**config.mk**
```make
export PLATFORM = sky130hd
export DESIGN_NAME = mc_control_fsm
export DESIGN_NICKNAME = d
export VERILOG_FILES = /design/src/rtl/mc_control_fsm.sv
export SDC_FILE = /design/constraint.sdc
export NUM_CORES = 1
export LEC_CHECK = 0
export CORE_UTILIZATION = 25
export DETAILED_ROUTE_END_ITERATION = 8
export GPL_ROUTABILITY_DRIVEN = 0
export PLACE_DENSITY = 0.66
export SLEW_MARGIN = 5
export SYNTH_ARGS = -nofsm -noshare
export SYNTH_HDL_FRONTEND = slang
export SYNTH_SLANG_ARGS = --single-unit
```
**constraint.sdc**
```tcl
create_clock -name clk -period 1.7 [get_ports clk]
set_input_delay 0.34 -clock clk [delete_from_list [all_inputs] [get_ports clk]]
set_output_delay 0.34 -clock clk [all_outputs]
set_load 0.02 [all_outputs]
```
**src/rtl/mc_control_fsm.sv**
```systemverilog
// -----------------------------------------------------------------------------
// mc_control_fsm
// Multi-cycle control sequencer for the 16-bit TSC CPU. Walks each instruction
// through IF/ID/EX/MEM/WB, drives the datapath mux selects and enable strobes,
// and handshakes with the unified instruction/data memory.
//
// Optional feature (compile-time macro):
//   INST_COUNT_EN  defined   -> num_inst counts retired instructions (wraps)
//                  undefined -> no counter, num_inst tied to 0
//
// Ports:
//   clk, reset_n        clock (rising edge), async active-low reset
//   inst                IR contents, valid from ID onward
//   mem_ack             memory finished the current read/write this cycle
//   pc_write            unconditional PC load
//   pc_write_cond       PC load if datapath branch condition is true
//   pc_source           0=ALU result, 1=ALUOut, 2=jump target
//   i_or_d              0=fetch address PC, 1=data address ALUOut
//   mem_read/mem_write  memory requests, held until mem_ack
//   ir_write            latch memory data into IR
//   reg_write           register-file write enable
//   reg_dst             0=rd, 1=rt, 2=$2 (link)
//   mem_to_reg          0=ALUOut, 1=MDR, 2=PC (link)
//   alu_src_a           0=PC, 1=rs
//   alu_src_b           0=rt, 1=const 1, 2=sign-ext imm, 3=zero-ext imm
//   alu_op              0=add/branch compare, 1=decode inst
//   output_valid        WWD strobe
//   is_halted           core halted by HLT
//   num_inst            retired-instruction count
// -----------------------------------------------------------------------------
module mc_control_fsm #(
    parameter int unsigned INST_W = 16,
    parameter int unsigned CNT_W  = 16
) (
    input  logic              clk,
    input  logic              reset_n,
    input  logic [INST_W-1:0] inst,
    input  logic              mem_ack,
    output logic              pc_write,
    output logic              pc_write_cond,
    output logic [1:0]        pc_source,
    output logic              i_or_d,
    output logic              mem_read,
    output logic              mem_write,
    output logic              ir_write,
    output logic              reg_write,
    output logic [1:0]        reg_dst,
    output logic [1:0]        mem_to_reg,
    output logic              alu_src_a,
    output logic [1:0]        alu_src_b,
    output logic              alu_op,
    output logic              output_valid,
    output logic              is_halted,
    output logic [CNT_W-1:0]  num_inst
);

    localparam logic [2:0] S_IF   = 3'd0;
    localparam logic [2:0] S_ID   = 3'd1;
    localparam logic [2:0] S_EX   = 3'd2;
    localparam logic [2:0] S_MEM  = 3'd3;
    localparam logic [2:0] S_WB   = 3'd4;
    localparam logic [2:0] S_HALT = 3'd5;

    localparam logic [3:0] OP_ORI   = 4'd5;
    localparam logic [3:0] OP_LHI   = 4'd6;
    localparam logic [3:0] OP_LWD   = 4'd7;
    localparam logic [3:0] OP_SWD   = 4'd8;
    localparam logic [3:0] OP_JMP   = 4'd9;
    localparam logic [3:0] OP_JAL   = 4'd10;
    localparam logic [3:0] OP_RTYPE = 4'd15;

    localparam logic [5:0] FN_JPR = 6'd25;
    localparam logic [5:0] FN_JRL = 6'd26;
    localparam logic [5:0] FN_WWD = 6'd28;
    localparam logic [5:0] FN_HLT = 6'd29;

    logic [2:0] state_q, state_d;
    logic [3:0] opcode;
    logic [5:0] funct;
    logic       is_branch, is_rtype, is_r_alu, is_lwd, is_swd;
    logic       unused_inst_bits;

    assign opcode    = inst[15:12];
    assign funct     = inst[5:0];
    assign is_branch = (opcode[3:2] == 2'b00);   // opcodes 0..3
    assign is_rtype  = (opcode == OP_RTYPE);
    assign is_r_alu  = is_rtype && (funct[5:3] == 3'b000);
    assign is_lwd    = (opcode == OP_LWD);
    assign is_swd    = (opcode == OP_SWD);
    assign unused_inst_bits = ^inst[11:6];

    always_ff @(posedge clk or negedge reset_n) begin
        if (!reset_n) begin
            state_q <= S_IF;
        end else begin
            state_q <= state_d;
        end
    end

    always_comb begin
        state_d       = state_q;
        pc_write      = 1'b0;
        pc_write_cond = 1'b0;
        pc_source     = 2'd0;
        i_or_d        = 1'b0;
        mem_read      = 1'b0;
        mem_write     = 1'b0;
        ir_write      = 1'b0;
        reg_write     = 1'b0;
        reg_dst       = 2'd0;
        mem_to_reg    = 2'd0;
        alu_src_a     = 1'b0;
        alu_src_b     = 2'd0;
        alu_op        = 1'b0;
        output_valid  = 1'b0;
        is_halted     = 1'b0;

        case (state_q)
            S_IF: begin
                mem_read = 1'b1;
                if (mem_ack) begin
                    // PC <= PC + 1 alongside the IR load
                    ir_write  = 1'b1;
                    pc_write  = 1'b1;
                    alu_src_b = 2'd1;
                    state_d   = S_ID;
                end
            end
            S_ID: begin
                // Speculatively form the branch target PC + simm into ALUOut
                alu_src_b = 2'd2;
                state_d   = S_IF;
                if (opcode == OP_JMP || opcode == OP_JAL) begin
                    pc_write  = 1'b1;
                    pc_source = 2'd2;
                    if (opcode == OP_JAL) begin
                        reg_write  = 1'b1;
                        reg_dst    = 2'd2;
                        mem_to_reg = 2'd2;
                    end
                end else if (is_rtype) begin
                    if (funct == FN_WWD) begin
                        output_valid = 1'b1;
                    end else if (funct == FN_HLT) begin
                        state_d = S_HALT;
                    end else if (is_r_alu || funct == FN_JPR || funct == FN_JRL) begin
                        state_d = S_EX;
                    end
                end else if (opcode <= OP_SWD) begin
                    // branches, ADI/ORI/LHI, LWD/SWD
                    state_d = S_EX;
                end
            end
            S_EX: begin
                alu_op    = 1'b1;
                alu_src_a = 1'b1;
                state_d   = S_IF;
                if (is_branch) begin
                    alu_op        = 1'b0;
                    pc_write_cond = 1'b1;
                    pc_source     = 2'd1;
                end else if (is_rtype) begin
                    if (funct == FN_JPR || funct == FN_JRL) begin
                        pc_write = 1'b1;
                        if (funct == FN_JRL) begin
                            reg_write  = 1'b1;
                            reg_dst    = 2'd2;
                            mem_to_reg = 2'd2;
                        end
                    end else if (is_r_alu) begin
                        state_d = S_WB;
                    end
                end else begin
                    alu_src_b = (opcode == OP_ORI || opcode == OP_LHI) ? 2'd3 : 2'd2;
                    state_d   = (is_lwd || is_swd) ? S_MEM : S_WB;
                end
            end
            S_MEM: begin
                i_or_d    = 1'b1;
                mem_read  = is_lwd;
                mem_write = !is_lwd;
                if (mem_ack) begin
                    state_d = is_lwd ? S_WB : S_IF;
                end
            end
            S_WB: begin
                reg_write = 1'b1;
                if (!is_rtype) begin
                    reg_dst    = 2'd1;
                    mem_to_reg = is_lwd ? 2'd1 : 2'd0;
                end
                state_d = S_IF;
            end
            S_HALT: begin
                is_halted = 1'b1;
            end
            default: begin
                state_d = S_IF;
            end
        endcase

        // Nothing may strobe the datapath while reset is held
        if (!reset_n) begin
            pc_write      = 1'b0;
            pc_write_cond = 1'b0;
            pc_source     = 2'd0;
            i_or_d        = 1'b0;
            mem_read      = 1'b0;
            mem_write     = 1'b0;
            ir_write      = 1'b0;
            reg_write     = 1'b0;
            reg_dst       = 2'd0;
            mem_to_reg    = 2'd0;
            alu_src_a     = 1'b0;
            alu_src_b     = 2'd0;
            alu_op        = 1'b0;
            output_valid  = 1'b0;
            is_halted     = 1'b0;
        end
    end

`ifdef INST_COUNT_EN
    logic             retire;
    logic [CNT_W-1:0] cnt_q;

    // An instruction retires when control returns to IF from a later stage or enters HALT
    assign retire = ((state_d == S_IF) && (state_q == S_ID || state_q == S_EX ||
                                          state_q == S_MEM || state_q == S_WB)) ||
                    ((state_d == S_HALT) && (state_q != S_HALT));

    always_ff @(posedge clk or negedge reset_n) begin
        if (!reset_n) begin
            cnt_q <= '0;
        end else if (retire) begin
            cnt_q <= cnt_q + CNT_W'(1);
        end
    end

    assign num_inst = cnt_q;
`else
    assign num_inst = '0;
`endif

endmodule

```
Word-level counts from Yosys, hierarchy flattened --
Index checks and enable logic that the tools add are counted.
Word-level totals: output and inout port bits 35, bits of input ports 19, word-level logic and storage cells 109, bits in registers 3
Operators by class: order comparisons 1, reductions and logical operators 12, equality and inequality tests 18, multiplexer cells 76, bitwise operators 1
Operators by type and width (number):
- $mux W1 | 41
- $mux W3 | 12
- $mux W2 | 15
- $eq A6 B5 Y1 const B | 4
- $pmux W2 S3 | 3
- $eq A4 B4 Y1 const B | 4
- $pmux W3 S5 | 1
- $eq A4 B3 Y1 const B | 3
- $eq A3 B2 Y1 const B | 2
- $eq A3 B3 Y1 const B | 2
- $logic_not A3 Y1 | 2
- $logic_or A1 B1 Y1 | 6
- $pmux W1 S3 | 2
- $le A4 B4 Y1 const B | 1
- $ne A2 B2 Y1 const B | 2
- $pmux W2 S2 | 1
- $eq A3 B1 Y1 const B | 1
- $reduce_and A3 Y1 | 1
- $logic_not A2 Y1 | 1
- $pmux W1 S2 | 1
- $logic_and A1 B1 Y1 | 1
- $logic_not A1 Y1 | 1
- $not A1 Y1 | 1

Logic depth before layout (Yosys ltp) --
Gate-level depths: netlist of the first run.
depth after elaboration 10, depth in mapped cells 6, mapped depth without buffers 4

Least setup slack after synthesis of the first run --
No wires, ideal clock.
path kind register to output, from register state_q[0], to output reg_dst[1], required time 1360 ps, buffers on the path 2, stages on the path, launching flop included 7, slack -585 ps, data arrival time 1945 ps, cells stage by stage dfrtp_1 -> buf_4 -> or3b_4 -> nor4_1 -> a41oi_1 -> nor3b_1 -> buf_4
On the way: longest elaborated chain between the ends 3, elaborated cells on any way between the ends 5, classes of those cells eq/ne: 3; mux: 2
RTL lines:
- from (decl) | RTL line 77 | logic [2:0] state_q, state_d;
- from (signal assigned) | RTL line 96 | state_q <= state_d;
- $eq A3 B3 Y1 (tied with other cells) | RTL line 118 | case (state_q)
- $pmux W2 S3 * | RTL line 118
- $mux W2 * | RTL line 203 | if (!reset_n) begin
- to (decl) | RTL line 47 | output logic [1:0] reg_dst,
Every way passes the cells marked *; elsewhere a longest branch is shown, timed or not.

Worst setup path in the final report of the first run --
from register state_q[2], to output mem_to_reg[1]
On the way: longest elaborated chain between the ends 3, elaborated cells on any way between the ends 5, classes of those cells eq/ne: 3; mux: 2
RTL lines:
- $eq A3 B3 Y1 (tied with other cells) | RTL line 118
- $pmux W2 S3 * | RTL line 118
- $mux W2 * | RTL line 203
- to (decl) | RTL line 48 | output logic [1:0] mem_to_reg,
Marked as above.

==> qor.txt, run 1 <==
Tmin final: 2.02 ns
Largest register FFs: 3
peak supply drop: 0.849 mV
vias in the first global route: 929
Clk network pwr share: 7.7%
ys flop type: dfrtp_1
cell count after synthesis: 101
Largest Register: state_q
clk buf depth: 2
first-pass GRT wire length: 4000 µm
Worst Path Required: 1.36 ns
clk sink count: 3
sum of buffers and inverters on the critical path: 1
Cell Area, Placed: 1190 µm²
Initial Utilization: 27.1%
CTS tree: yes
Vias: 966
Area growth syn-to-layout: 116%
synth unique cells: 41
pwr dens: 1110 nW/µm²
Total GRT Usage: 19.0%
TritonCTS Buffers: 3
Logic pwr share: 84.4%
Hold Path Class: input pin to async pin
hpwl dp: 1820 µm
status: finished with violations
Async SR Flop Fraction: 100%
sequential share of power: 7.8%
core area: 2540 µm²
I/O pin count: 54
final setup fails: 20
Critical Path Max Stage Delay: 0.43 ns
Die ar.: 2970 µm²
Cell Area, Synth: 689 µm²
TNS Setup: -3.04 ns
sequential element share of the synthesized area: 10.9%
Final Cycle Share: 119%
Yosys top cell area share: 19.6%
post-DR wirelength/cell: 13.2 µm
worst path arrival time: 1.68 ns
Layout fillers: 227
post-route antenna net violation count: 0
switching share of power: 46.4%
Slew Limit Fails: 0
Post-synth EDFFs: 0
share of cells above drive strength 1: 57.1%
die width: 54.5 µm
Cell Count, Final, Fillers Out: 200
Switching Power: 765 µW
H-tree depth: 1
commonest cells after routing, fill and taps aside: buf_4, buf_6, conb_1
WL final: 2630 µm
Setup CP Type: flop to output port
commonest non-fill, non-tap cell in the layout: buf_4
cell breakdown of the critical path: or3b_4 -> nor4_4 -> a41oi_2 -> nor3b_2 -> buf_4
skew final: 0.00389 ns
WHS: 0.596 ns
leak pwr: 0.000700 µW
Worst path top cell family by delay: simple AND/OR/NAND/NOR gates
Post-route DRC: 0
clock slew at reported path FFs: 0.04 ns
net count reported at finish: 190
Hold Violations, Final: 0
Clock Latency Late Sink: 0.24 ns
syn_area_per_cell: 6.83 µm²
Internal: 882 µW
1st-iter DRT viols: 20
total gr overflow: 0
max cap viols: 0
CP Capture Type: output port
antenna violations before repair: 0
Via density: 4.83
RSZ-0062 raised after global routing: true
Seq cells post-synth: 3
ranking of synthesized cells by area: buf_4, dfrtp_1, a21oi_1
Fmax achieved: 494 MHz
port bufs: 31
Crit Path Max Fanout: 3
die height: 54.5 µm
Setup WS post-layout: -0.325 ns
Rows: 18
fin area: 1490 µm²
CTS Root Cell: clkbuf_4
Top Registers: state_q x3
Antenna diodes: 0
type of origin of the critical path: flop
Placed Cells incl. Taps: 188
drt first pass iters: 4
violated checks: negative setup slack
largest net degree at the start of global routing: 13
Ys Warns: 0
largest area contributor in the netlist: buf_4
slowest CP cell: or3b_4
## cell families after synthesis
family                 Yosys count  synth area share (%)
AND/OR/NAND/NOR                 45                  37.9
buffers and inverters           28                  26.1
AO/OA/AOI/OAI                   22                  22.0
flip-flops                       3                  10.9
XOR/XNOR                         2                  2.54
other                            1                 0.544
## synth_stat cells (2+ instances only)
cell / count
a21oi_1: 7
a41oi_1: 2
and2_1: 2
and3_1: 4
buf_4: 18
clkbuf_1: 3
dfrtp_1: 3
inv_1: 5
nand2_1: 6
nand2b_1: 2
nand3_1: 5
nor2_1: 8
nor2b_1: 2
nor3_1: 5
nor4_1: 2
o21ai_0: 2
## timing repair
item | CTS | global route
setup endpoints to repair | 22 | 21
hold buffers | 0 | 0
gates cloned | 0 | 0
setup buffers | 8 | 2
pin swaps | 23 | 8
gates resized for setup | 160 | 17
## per-layer routing
layer	GRT usage, %	up-vias	routed length, µm
li1	-	471	-
met1	19.5	458	994
met5	0	-	0
met3	1.39	8	94
met2	36.8	29	1460
met4	11.1	0	82
## metrics by stage
stage	setup slack [ns]	utilization [%]	power, µW
floorplan	-0.336	-	716
global placement	-0.950	46.9	1160
detailed placement	-0.997	46.9	1170
CTS	-0.364	55.5	1560
global route	-0.402	58.5	1760
finish	-0.325	58.5	1650
## tightest hold or removal path, delay by kind of cell
kind	cells	cell delay [ns]
buffers and inverters	3	0.81
## area by class of cell
class	instances	area (µm²)	area share (%)
Timing Repair Buffer	72	633	42.5
Tap cell	30	37.5	2.52
Clock buffer	4	26.3	1.76
Inverter	6	27.5	1.85
Multi-Input combinational cell	85	689	46.3
Sequential cell	3	75.1	5.04
## power groups by stage
stage	registers [µW]	clock network [µW]	logic, µW
floorplan	137	0	579
global route	131	139	1490
CTS	128	133	1300
global placement	123	0	1040
detailed placement	127	0	1040
finish	129	127	1390
## final timing paths
check,startpoint,endpoint,slack (ns),depth (start not counted)
worst max register to register,state_q[2]$_DFFE_PN0P_,state_q[0]$_DFFE_PN0P_,-0.03,6
max in group asynchronous,reset_n,state_q[1]$_DFFE_PN0P_,1.01,3
worst max-delay path,state_q[2]$_DFFE_PN0P_,mem_to_reg[1],-0.32,5
worst min-delay path,reset_n,state_q[2]$_DFFE_PN0P_,0.60,3
worst min register to register,state_q[2]$_DFFE_PN0P_,state_q[0]$_DFFE_PN0P_,0.70,2
min in group clk,state_q[2]$_DFFE_PN0P_,state_q[0]$_DFFE_PN0P_,0.70,2
Note: power is estimated with default switching activity, not from simulation.
==> run 2, diff against run 1 <==
--- a/config.mk
+++ b/config.mk
@@ -8,6 +8,7 @@
 export CORE_UTILIZATION = 25
 export DETAILED_ROUTE_END_ITERATION = 8
 export GPL_ROUTABILITY_DRIVEN = 0
+export MAX_ROUTING_LAYER = met4
 export PLACE_DENSITY = 0.66
 export SLEW_MARGIN = 5
 export SYNTH_ARGS = -nofsm -noshare
==> qor.txt, run 2 (synthesized netlist as in run 1, its figures left out) <==
die width: 54.5 µm (unchanged)
port bufs: 31 (unchanged)
largest net degree at the start of global routing: 13 (unchanged)
Hold Violations, Final: 0 (unchanged)
vias in the first global route: 936 (+0.75%)
Area growth syn-to-layout: 116% (unchanged)
Slew Limit Fails: 0 (unchanged)
Largest register FFs: 3 (unchanged)
H-tree depth: 1 (unchanged)
post-DR wirelength/cell: 13.2 µm (+0.38%)
commonest cells after routing, fill and taps aside: buf_4, buf_6, conb_1
Post-route DRC: 0 (unchanged)
skew final: 0.00385 ns (-0.0000364 ns)
Initial Utilization: 27.1% (unchanged)
worst path arrival time: 1.68 ns (about the same)
peak supply drop: 0.857 mV (+1.0%)
1st-iter DRT viols: 18 (-10%)
CP Capture Type: output port
Total GRT Usage: 19.5% (+0.54 points)
CTS Root Cell: clkbuf_4
Setup WS pre-CTS: -0.997 ns (unchanged)
Final Cycle Share: 119% (about the same)
Worst Path Required: 1.36 ns (about the same)
Cell Area, Placed: 1190 µm² (unchanged)
worst reg-to-reg path cell count: 6 (unchanged)
clk sink count: 3 (unchanged)
core area: 2540 µm² (unchanged)
post-route antenna net violation count: 0 (unchanged)
Setup WS post-layout: -0.323 ns (+0.00183 ns)
final setup fails: 20 (unchanged)
net count reported at finish: 190 (unchanged)
Clock Latency Late Sink: 0.24 ns (about the same)
leak pwr: 0.000700 µW (unchanged)
max cap viols: 0 (unchanged)
total gr overflow: 0 (unchanged)
Vias: 970 (+0.41%)
Via density: 4.85 (+0.41%)
Antenna diodes: 0 (unchanged)
Crit Path Max Fanout: 3 (unchanged)
drt first pass iters: 4 (unchanged)
Setup CP Type: flop to output port
WHS: 0.595 ns (-0.000616 ns)
CTS Hold Bufs: 0 (unchanged)
antenna violations before repair: 0 (unchanged)
Tmin final: 2.02 ns (-0.00183 ns)
Largest Register: state_q
Rows: 18 (unchanged)
clk buf depth: 2 (unchanged)
Layout fillers: 227 (unchanged)
Hold Path Class: input pin to async pin
post-layout util: 58.5% (unchanged)
hpwl dp: 1820 µm (unchanged)
TritonCTS Buffers: 3 (unchanged)
Top Registers: state_q x3
violated checks: negative setup slack
pwr dens: 1110 nW/µm² (+0.19%)
Fmax achieved: 494 MHz (about the same)
status: finished with violations
die height: 54.5 µm (unchanged)
fin area: 1490 µm² (unchanged)
RSZ-0062 raised after global routing: true
I/O pin count: 54 (unchanged)
commonest non-fill, non-tap cell in the layout: buf_4
share of cells above drive strength 1: 57.1% (unchanged)
WL final: 2640 µm (+0.38%)
CTS tree: yes
type of origin of the critical path: flop
clock slew at reported path FFs: 0.04 ns (about the same)
first-pass GRT wire length: 4000 µm (unchanged)
Die ar.: 2970 µm² (unchanged)
-- run 2: power by group --
part / leakage (µW) / total [µW] / internal [µW] / switching, µW
registers: 0.0000384 / 129 / 108 / 20.7
logic: 0.000646 / 1390 / 686 / 708
clock network: 0.0000150 / 128 / 88.1 / 39.5
-- run 2: final timing paths --
kind	startpoint	slack, ns	to
max in group asynchronous	reset_n	1.01	state_q[1]$_DFFE_PN0P_
max	state_q[2]$_DFFE_PN0P_	-0.32	mem_to_reg[1]
min	reset_n	0.60	state_q[2]$_DFFE_PN0P_
min in group clk	state_q[2]$_DFFE_PN0P_	0.70	state_q[0]$_DFFE_PN0P_
min reg2reg	state_q[2]$_DFFE_PN0P_	0.70	state_q[0]$_DFFE_PN0P_
max reg2reg	state_q[2]$_DFFE_PN0P_	-0.04	state_q[0]$_DFFE_PN0P_
-- run 2: metrics by stage --
step	total power (µW)	TNS (ns)	std cells
floorplan	716	-1.06	116
global placement	1160	-13.41	188
detailed placement	1170	-13.82	188
CTS	1560	-3.13	199
global route	1760	-4.26	200
finish	1650	-3.05	200
-- run 2: cell type report --
class                           count  area, µm²  area share [%]
Clock buffer                        4       26.3            1.76
Inverter                            6       27.5            1.85
Multi-Input combinational cell     85        689            46.3
Sequential cell                     3       75.1            5.04
Tap cell                           30       37.5            2.52
Timing Repair Buffer               72        633            42.5
-- run 2: repair_timing --
action | CTS | global route
setup buffers | 8 | 2
gates cloned | 0 | 0
setup endpoints to repair | 22 | 21
resized for setup | 160 | 17
pin swaps | 23 | 8
-- run 2: layer usage --
metal | share of wire [%] | wire (µm) | vias to the layer above | track usage [%]
met3 | 4.1 | 107 | 8 | 1.39
li1 | - | - | 471 | -
met1 | 38 | 993 | 456 | 19.5
met2 | 55 | 1460 | 35 | 36.8
met5 | 0 | 0 | - | -
met4 | 3.1 | 82 | 0 | 11.1
-- run 2: critical path, cell delays in order (launching register included) --
cell     delay, ns
dfrtp_1       0.37
or3b_4        0.43
nor4_4        0.17
a41oi_2       0.08
nor3b_2       0.21
buf_4         0.17
